===== config.mk =====
export PLATFORM = sky130hd
export DESIGN_NAME = wb_arbiter_flat
export DESIGN_NICKNAME = d
export VERILOG_FILES = /design/src/rtl/wb_arbiter_pkg.sv /design/src/rtl/wb_arbiter_if.sv /design/src/rtl/wb_arbiter_pick.sv /design/src/rtl/wb_arbiter.sv /design/src/flat_wrapper.sv
export SDC_FILE = /design/constraint.sdc
export NUM_CORES = 1
export LEC_CHECK = 0
export BUFFER_PORTS_ARGS = -buffer_cell sky130_fd_sc_hd__buf_4
export CAP_MARGIN = 40
export CELL_PAD_IN_SITES_DETAIL_PLACEMENT = 1
export CELL_PAD_IN_SITES_GLOBAL_PLACEMENT = 1
export CORE_ASPECT_RATIO = 0.6
export CORE_MARGIN = 2
export CORE_UTILIZATION = 36
export DETAILED_ROUTE_END_ITERATION = 10
export PLACE_DENSITY = 0.77
export SLEW_MARGIN = 10
export SYNTH_ARGS = -nofsm -noshare
export SYNTH_HDL_FRONTEND = slang
export SYNTH_HIERARCHICAL = 1
export SYNTH_SLANG_ARGS = --single-unit

===== constraint.sdc =====
create_clock -name clk -period 4 [get_ports clk]
set_clock_uncertainty 0.2 [all_clocks]
set_input_delay 0.2 -clock clk [delete_from_list [all_inputs] [get_ports clk]]
set_output_delay 0.2 -clock clk [all_outputs]
set_load 0.01 [all_outputs]

===== src/rtl/wb_arbiter_pkg.sv =====
// wb_arbiter_pkg: shared widths, tag encoding and requester indices for the
// write-back arbiter. Tags carry one extra MSB above the ROB index so that
// TAG_FREE (MSB set, index 0) can never collide with a real ROB slot.
package wb_arbiter_pkg;
  localparam int DATA_WIDTH = 32;
  localparam int ROB_SIZE   = 16;
  localparam int ROB_SEL    = $clog2(ROB_SIZE);
  localparam int TAG_WIDTH  = ROB_SEL + 1;
  localparam logic [TAG_WIDTH-1:0] TAG_FREE = {1'b1, {ROB_SEL{1'b0}}};

  // ROB index field inside a tag
  localparam int CUT_LO = 0;
  localparam int CUT_HI = ROB_SEL - 1;

  localparam int N_REQ = 4;
  localparam int PTR_W = $clog2(N_REQ);

  localparam int REQ_ALU1 = 0;
  localparam int REQ_ALU2 = 1;
  localparam int REQ_LS   = 2;
  localparam int REQ_BR   = 3;

  typedef logic [PTR_W-1:0]   req_idx_t;
  typedef logic [ROB_SEL-1:0] rob_idx_t;

  // Successor of a requester index, wrapping at N_REQ.
  function automatic req_idx_t next_idx(input req_idx_t idx);
    return (int'(idx) == N_REQ - 1) ? '0 : idx + req_idx_t'(1);
  endfunction
endpackage


===== src/rtl/wb_arbiter_if.sv =====
// wb_arbiter_if: requester-side result handshake plus the two registered
// write-back ports. master = arbiter, slave = requesters / consumers.
//
// Handshake: a requester raises req_valid with stable req_data/req_tag and
// holds them until a cycle where req_valid && req_ready (sampled at the rising
// edge) completes the transfer. req_ready is combinational and may be 0 for
// any number of cycles; req_valid must never depend on req_ready.
interface wb_arbiter_if;
  import wb_arbiter_pkg::*;

  logic [N_REQ-1:0]            req_valid;
  logic [N_REQ*DATA_WIDTH-1:0] req_data;
  logic [N_REQ*TAG_WIDTH-1:0]  req_tag;
  logic [N_REQ-1:0]            req_ready;

  logic                  wb_en_1;
  logic [DATA_WIDTH-1:0] wb_data_1;
  logic [TAG_WIDTH-1:0]  wb_tag_1;
  logic                  wb_en_2;
  logic [DATA_WIDTH-1:0] wb_data_2;
  logic [TAG_WIDTH-1:0]  wb_tag_2;

  modport master (
    input  req_valid, req_data, req_tag,
    output req_ready,
    output wb_en_1, wb_data_1, wb_tag_1,
    output wb_en_2, wb_data_2, wb_tag_2
  );

  modport slave (
    output req_valid, req_data, req_tag,
    input  req_ready,
    input  wb_en_1, wb_data_1, wb_tag_1,
    input  wb_en_2, wb_data_2, wb_tag_2
  );
endinterface


===== src/rtl/wb_arbiter_pick.sv =====
// wb_arbiter_pick (the wb_pick selector): purely combinational choice of up
// to two requesters from an eligibility vector.
// Build option WB_AGE_PRIO_EN: select by smallest ROB age (ties to the lower
// index) instead of round-robin from i_rr_ptr.
module wb_arbiter_pick
  import wb_arbiter_pkg::*;
(
  input  logic [N_REQ-1:0] i_valid,
`ifdef WB_AGE_PRIO_EN
  input  rob_idx_t         i_age [N_REQ],
`else
  input  req_idx_t         i_rr_ptr,
`endif
  output req_idx_t         o_first_idx,
  output logic             o_first_hit,
  output req_idx_t         o_second_idx,
  output logic             o_second_hit
);

`ifdef WB_AGE_PRIO_EN
  // Oldest two eligible requesters; strict '<' keeps the lower index on ties.
  always_comb begin
    o_first_idx  = '0;
    o_first_hit  = 1'b0;
    o_second_idx = '0;
    o_second_hit = 1'b0;
    for (int i = 0; i < N_REQ; i++) begin
      if (i_valid[i]) begin
        if (!o_first_hit || (i_age[i] < i_age[o_first_idx])) begin
          o_second_hit = o_first_hit;
          o_second_idx = o_first_idx;
          o_first_hit  = 1'b1;
          o_first_idx  = req_idx_t'(i);
        end else if (!o_second_hit || (i_age[i] < i_age[o_second_idx])) begin
          o_second_hit = 1'b1;
          o_second_idx = req_idx_t'(i);
        end
      end
    end
  end
`else
  req_idx_t w_pos;

  // First two eligible requesters scanning rr_ptr, rr_ptr+1, ... mod N_REQ.
  always_comb begin
    o_first_idx  = '0;
    o_first_hit  = 1'b0;
    o_second_idx = '0;
    o_second_hit = 1'b0;
    w_pos        = '0;
    for (int k = 0; k < N_REQ; k++) begin
      w_pos = req_idx_t'((int'(i_rr_ptr) + k) % N_REQ);
      if (i_valid[w_pos]) begin
        if (!o_first_hit) begin
          o_first_hit = 1'b1;
          o_first_idx = w_pos;
        end else if (!o_second_hit) begin
          o_second_hit = 1'b1;
          o_second_idx = w_pos;
        end
      end
    end
  end
`endif

endmodule


===== src/rtl/wb_arbiter.sv =====
// wb_arbiter: grants up to two of N_REQ functional-unit results per cycle and
// broadcasts them, registered, on two write-back ports feeding the ROB and
// the bypass network. rdy=0 freezes everything; clear flushes the ports.
// Build option WB_AGE_PRIO_EN: oldest-first selection relative to com_ptr;
// without it selection is round-robin and com_ptr is ignored.
module wb_arbiter
  import wb_arbiter_pkg::*;
(
  input  logic         clk,
  input  logic         rst,
  input  logic         rdy,
  input  logic         clear,
  input  rob_idx_t     com_ptr,
  wb_arbiter_if.master bus,
  output req_idx_t     o_rr_ptr
);

  req_idx_t              r_rr_ptr;
  logic                  r_en_1;
  logic                  r_en_2;
  logic [DATA_WIDTH-1:0] r_data_1;
  logic [DATA_WIDTH-1:0] r_data_2;
  logic [TAG_WIDTH-1:0]  r_tag_1;
  logic [TAG_WIDTH-1:0]  r_tag_2;

  logic [N_REQ-1:0]      w_elig;
  logic                  w_active;
  req_idx_t              w_idx_1;
  req_idx_t              w_idx_2;
  logic                  w_hit_1;
  logic                  w_hit_2;
  logic                  w_grant_1;
  logic                  w_grant_2;
  logic [DATA_WIDTH-1:0] w_data_1;
  logic [DATA_WIDTH-1:0] w_data_2;
  logic [TAG_WIDTH-1:0]  w_tag_1;
  logic [TAG_WIDTH-1:0]  w_tag_2;

  // A valid offer carrying the free tag is not a real result.
  always_comb begin
    w_elig = '0;
    for (int i = 0; i < N_REQ; i++) begin
      w_elig[i] = bus.req_valid[i] &&
                  (bus.req_tag[i*TAG_WIDTH +: TAG_WIDTH] != TAG_FREE);
    end
  end

  // Grants only in a live, enabled, non-flushing cycle.
  assign w_active = rst && rdy && !clear;

`ifdef WB_AGE_PRIO_EN
  rob_idx_t w_age [N_REQ];

  // Age = distance from the commit pointer, wrapping modulo the ROB size.
  always_comb begin
    w_age = '{default: '0};
    for (int i = 0; i < N_REQ; i++) begin
      w_age[i] = bus.req_tag[i*TAG_WIDTH + CUT_LO +: (CUT_HI - CUT_LO + 1)] - com_ptr;
    end
  end
`else
  logic w_unused_com;
  assign w_unused_com = ^com_ptr;
`endif

  wb_arbiter_pick u_pick (
    .i_valid      (w_elig),
`ifdef WB_AGE_PRIO_EN
    .i_age        (w_age),
`else
    .i_rr_ptr     (r_rr_ptr),
`endif
    .o_first_idx  (w_idx_1),
    .o_first_hit  (w_hit_1),
    .o_second_idx (w_idx_2),
    .o_second_hit (w_hit_2)
  );

  assign w_grant_1 = w_active && w_hit_1;
  assign w_grant_2 = w_active && w_hit_2;

  assign w_data_1 = bus.req_data[int'(w_idx_1)*DATA_WIDTH +: DATA_WIDTH];
  assign w_data_2 = bus.req_data[int'(w_idx_2)*DATA_WIDTH +: DATA_WIDTH];
  assign w_tag_1  = bus.req_tag[int'(w_idx_1)*TAG_WIDTH +: TAG_WIDTH];
  assign w_tag_2  = bus.req_tag[int'(w_idx_2)*TAG_WIDTH +: TAG_WIDTH];

  // Ready goes only to the (at most two) granted requesters.
  always_comb begin
    bus.req_ready = '0;
    if (w_grant_1) bus.req_ready[w_idx_1] = 1'b1;
    if (w_grant_2) bus.req_ready[w_idx_2] = 1'b1;
  end

  // Write-back port registers and round-robin pointer.
  always_ff @(posedge clk or negedge rst) begin
    if (!rst) begin
      r_en_1   <= 1'b0;
      r_en_2   <= 1'b0;
      r_data_1 <= '0;
      r_data_2 <= '0;
      r_tag_1  <= TAG_FREE;
      r_tag_2  <= TAG_FREE;
      r_rr_ptr <= '0;
    end else if (clear) begin
      // Data is left as-is: with en=0 and a free tag nothing consumes it.
      r_en_1   <= 1'b0;
      r_en_2   <= 1'b0;
      r_tag_1  <= TAG_FREE;
      r_tag_2  <= TAG_FREE;
      r_rr_ptr <= '0;
    end else if (rdy) begin
      r_en_1 <= w_grant_1;
      r_en_2 <= w_grant_2;
      if (w_grant_1) begin
        r_data_1 <= w_data_1;
        r_tag_1  <= w_tag_1;
      end
      if (w_grant_2) begin
        r_data_2 <= w_data_2;
        r_tag_2  <= w_tag_2;
      end
      // Port 2 is always the later pick, so it sets the next start point.
      if (w_grant_2) begin
        r_rr_ptr <= next_idx(w_idx_2);
      end else if (w_grant_1) begin
        r_rr_ptr <= next_idx(w_idx_1);
      end
    end
  end

  assign bus.wb_en_1   = r_en_1;
  assign bus.wb_data_1 = r_data_1;
  assign bus.wb_tag_1  = r_tag_1;
  assign bus.wb_en_2   = r_en_2;
  assign bus.wb_data_2 = r_data_2;
  assign bus.wb_tag_2  = r_tag_2;
  assign o_rr_ptr      = r_rr_ptr;

endmodule


===== src/flat_wrapper.sv =====
// flat-port wrapper written by rule: the top's interface ports become plain ports
module wb_arbiter_flat import wb_arbiter_pkg::*;
  (clk, rst, rdy, clear, com_ptr, o_rr_ptr, bus_req_valid, bus_req_data, bus_req_tag, bus_req_ready, bus_wb_en_1, bus_wb_data_1, bus_wb_tag_1, bus_wb_en_2, bus_wb_data_2, bus_wb_tag_2);
  wb_arbiter_if bus_i ();
  input  logic clk;
  input  logic rst;
  input  logic rdy;
  input  logic clear;
  input  rob_idx_t com_ptr;
  output req_idx_t o_rr_ptr;
  input wire logic [$bits(bus_i.req_valid)-1:0] bus_req_valid;
  input wire logic [$bits(bus_i.req_data)-1:0] bus_req_data;
  input wire logic [$bits(bus_i.req_tag)-1:0] bus_req_tag;
  output wire logic [$bits(bus_i.req_ready)-1:0] bus_req_ready;
  output wire logic [$bits(bus_i.wb_en_1)-1:0] bus_wb_en_1;
  output wire logic [$bits(bus_i.wb_data_1)-1:0] bus_wb_data_1;
  output wire logic [$bits(bus_i.wb_tag_1)-1:0] bus_wb_tag_1;
  output wire logic [$bits(bus_i.wb_en_2)-1:0] bus_wb_en_2;
  output wire logic [$bits(bus_i.wb_data_2)-1:0] bus_wb_data_2;
  output wire logic [$bits(bus_i.wb_tag_2)-1:0] bus_wb_tag_2;
  assign bus_i.req_valid = bus_req_valid;
  assign bus_i.req_data = bus_req_data;
  assign bus_i.req_tag = bus_req_tag;
  assign bus_req_ready = bus_i.req_ready;
  assign bus_wb_en_1 = bus_i.wb_en_1;
  assign bus_wb_data_1 = bus_i.wb_data_1;
  assign bus_wb_tag_1 = bus_i.wb_tag_1;
  assign bus_wb_en_2 = bus_i.wb_en_2;
  assign bus_wb_data_2 = bus_i.wb_data_2;
  assign bus_wb_tag_2 = bus_i.wb_tag_2;
  wb_arbiter u_core (.clk(clk), .rst(rst), .rdy(rdy), .clear(clear), .com_ptr(com_ptr), .bus(bus_i), .o_rr_ptr(o_rr_ptr));
endmodule

==> out/results.env <==
YOSYS_REGISTER_BITS=78
SYNTH_AREA_UM2=5595
SYN_AVG_CELL_AREA_UM2=10.48
P_TOTAL_mW=3.933
POST-CTS-SETUP-BUFFER-COUNT=0
TIMING.FINAL.CRIT_SHARE_PCT=94.22
LARGEST_NET_DEGREE_AT_THE_START_OF_GLOBAL_ROUTING=46
SYN-NUM-NETS=704
DETAIL_ROUTE.FIRST_PASS.ITERATIONS=4
WORST-R2R-SETUP-SLACK_PS=590
CLOCK_INSERTION_DELAY_WORST_SKEW_PS=320
CRITICAL_PATH_PEAK_FANOUT=13
CTS_HTREE_LEVELS=3
POWER_DENSITY_OVER_THE_CELLS_nW_PER_UM2=491.5
SYNTH_AREA_LEADERS='dfrtp_1, mux4_2, nand2_1'
REGTOREGSTARTPOINT='u_core/o_rr_ptr[0]'
WL_PER_CELL_UM=20.85
TOTALWIRELENGTH_UM=20270
BEGINNING_OF_THE_WORST_HOLD_PATH='clear'
FLOORPLAN.DIE.HEIGHT_UM=100.6
WORST_SETUP_PATH_START_KIND='input pin'
CTS_MADE_BUFFERS=9
DRIVE_GT1_SHARE_PCT=46.94
MIN_PATH_CELLS=2
MAXSLEWVIOLCOUNT=0
AREA.GROWTH.SYNTH_TO_FINAL_PCT=43.00
ROUTED_MET2_LENGTH_UM=9650
DR_ITER_0_VIOLS=226
TOTALNEGATIVESETUPSLACK_PS=0
MAXUSEDROUTINGLAYER='met4'
FINAL.MIN_CLOCK_PERIOD_PS=3769
CELL_WITH_THE_LARGEST_STAGE_DELAY_ON_THE_WORST_PATH='a21boi_0'
TIMING.CRITICAL_PATH.REQUIRED_PS=3600
WORST_IR_DROP_ON_VDD_V=0.0002493
FINAL_SETUP_VIOLATING_ENDPOINTS=0
YOSYSWARNINGCOUNT=6
FIRST_GLOBAL_VIAS=5905
FINAL_CELLS=972
POST_LAYOUT_INST_AREA_UM2=8001
CORE_AREA_UM2=15280
PATH_COMMON_CELL='buf_4'
CELL_COUNT_AFTER_SYNTHESIS=534
TIGHTEST_SLEW_PS=865.7
TIMING.CRITICAL_PATH.CELLS='buf_4, nor4_1, a21boi_0, buf_4, or3b_1, o2111a_1, o2111ai_1, o311ai_4, buf_4, ha_1, a22o_1, buf_4'
NETLIST.AREA_LEADER.SHARE_PCT=33.99
DESIGN.PORTCOUNT=242
SYNTHFLOPTYPE='dfrtp_1'
CLOCK-SINKS=78
POST_DETAILED_ROUTE_DRC_MARKER_COUNT=0
PORTBUFFERS=237
CTS_BUFFER_DEPTH=2
GP_ROUTABILITY_CONGESTION=0.8575
SYNTH.LARGEST_AREA_CELL='dfrtp_1'
DIE_W_UM=165.0
MIN_DELAY_WORST_ENDPOINT='u_core/o_rr_ptr[1]'
ROUTE.MET3.WL_UM=1973
TIMING.CRITICAL_PATH.ARRIVAL_PS=3370
SYNTH_CELL_TYPES=52
TIMING_WORST_SETUP_PATH_TYPE='in2out'
ROUTED_VIA_DENSITY=5.480
ROUTEDLENGTHMET1_UM=8438
CTS_TREE='yes'
CRITICAL_PATH.ENDPOINT_TYPE='primary output'
MAXCAP_VIOLATIONS=0
TIMING.HOLD.WORST.CLASS='in2reg'
FINAL-HOLD-VIOLATION-COUNT=0
FINAL_UTIL_PCT=52.35
MOST_FREQUENT_STANDARD_CELL_IN_THE_LAYOUT_EXCLUDING_FILL_AND_TAP_CELLS='buf_4'
TIMING.SLEW.HEADROOM_PCT=41.77
VIA_COUNT=5327
SHARE_OF_THE_YOSYS_CHIP_AREA_BELONGING_TO_REGISTERS_PCT=34.93
NNETSFINAL=934
FLOORPLAN.INITIALDENSITY_PCT=36.61
LEAKAGE_nW=3.853
CLKTRANSATPATHREGS_PS=50
DIE_AREA_UM2=16590
POSTPLACECELLAREA_UM2=7667
N_ANTENNA_CELL=0
CTS.ROOT.BUFFER_CELL='clkbuf_16'
SYNTH_ENABLE_FLOP_CELLS=0
DETAILED_PLACE_HPWL_UM=15720
CP_SLOWEST_STAGE_DELAY_PS=690
OUTCOME='finished, final reports clean'
ASYNCSETRESETFLOPFRACSYNTH_PCT=100.0
DRTANTENNAVIOLNETS=0
CLOCK.FMAX_MHz=265.3
ROWS=35
DP.CELLS=954
TRACK_USAGE_PCT=24.93
LAYOUT.CELLS.MOST_COMMON_LIST='buf_4, nand2_1, dfrtp_1'
ANTENNA_FOUND_INITIAL=0
FIRST_PASS_GRT_WIRE_LENGTH_UM=31680
GLOBAL_ROUTE.OVERFLOW_TOTAL=0
FILLER_CELL_COUNT=1714
SETUP_REPAIR_AFTER_GLOBAL_ROUTING_MISSED_ITS_MARGIN='false'
RR_WORST_DEPTH=8
R2R_END='u_core/bus.wb_data_2[4]'
-- where the power goes --
| part | total [mW] | internal, mW | switching [mW] |
|---|---|---|---|
| combinational | 1.91 | 1.02 | 0.889 |
| clock | 0.870 | 0.548 | 0.322 |
| sequential | 1.15 | 1.01 | 0.143 |
-- per-layer routing --
metal	global-route usage [%]	up-vias
li1	-	2388
met1	31.67	2679
met2	42.20	243
met3	7.528	17
met4	5.953	0
met5	0	-
-- metrics by stage --
stage,hold slack (ps),worst slack (ps)
finish,15.47,231.3
global route,31.50,144.4
CTS,0.8544,247.4
detailed placement,77.07,170.3
global placement,61.57,283.6
floorplan,-295.6,670.7
-- layout make-up --
class                   instances  area (um^2)  share of cell area, %
clock buffers                  11        232.7                  2.909
well taps                     203        254.0                  3.174
multi-input cells             402         3405                  42.55
inverters                       8        30.03                 0.3753
repair buffers                265         2044                  25.55
flip-flops and latches         78         1954                  24.43
clock inverters                 5        81.33                  1.016
-- synth_stat cells (2+ instances only) --
library cell / instances
o21ai_0: 3
buf_1: 3
nor4_1: 4
mux2i_1: 3
o31ai_1: 4
a21boi_0: 4
dfstp_2: 2
clkbuf_1: 7
nor4bb_1: 4
a21oi_1: 10
o211ai_1: 3
ha_1: 10
and3b_1: 3
nand2b_1: 4
buf_2: 29
nand4b_1: 3
nor2_1: 6
or4bb_1: 2
a21o_1: 2
inv_1: 8
nand2_1: 223
nand3b_1: 8
dfrtp_1: 76
buf_4: 3
mux4_2: 75
a22o_1: 4
buf_6: 4
and4b_1: 2
a31oi_1: 2
-- worst max-delay path by stage --
stage / startpoint / endpoint / slack, ps / cells past startpoint
after CTS: bus_req_tag[16] / bus_req_ready[3] / 250 / 12
after floorplan: bus_req_tag[3] / u_core/bus.wb_data_1[26] / 670 / 16
after global placement: bus_req_tag[18] / u_core/bus.wb_data_2[4] / 280 / 12
after global routing: bus_req_tag[16] / bus_req_ready[3] / 140 / 12
after detailed placement: bus_req_tag[3] / u_core/bus.wb_data_2[4] / 170 / 12
final: bus_req_tag[16] / bus_req_ready[3] / 230 / 12
-- timing repair --
item                                   in CTS  in global routing
resized for setup                           0                  0
endpoints found under the hold margin      42                  0
hold buffers                                2                  0
-- critical path, delay by kind of cell --
kind / cells / cell delay, ps
AOI/OAI and AO/OA: 5 / 1740
and+or+nand+nor: 2 / 390
buffers and inverters: 4 / 770
adders and majority gates: 1 / 240
-- kinds of logic after synthesis --
kind of cell	after synthesis	synth area share, %
and+or+nand+nor	269	21.20
muxes	78	30.72
DFF	78	34.93
buffers and inverters	54	5.009
AOI/OAI and AO/OA	44	5.747
adders and majority gates	10	2.236
xor gates and xnor gates	1	0.1566
-- registers in the layout, indices dropped and copies added (netlist names) --
register	flops
u_core/bus.wb_en_1	1
u_core/bus.wb_data_2	32
u_core/bus.wb_en_2	1
u_core/bus.wb_tag_1	5
u_core/bus.wb_tag_2	5
u_core/o_rr_ptr	2
u_core/bus.wb_data_1	32
(Power assumes the default switching activity.)
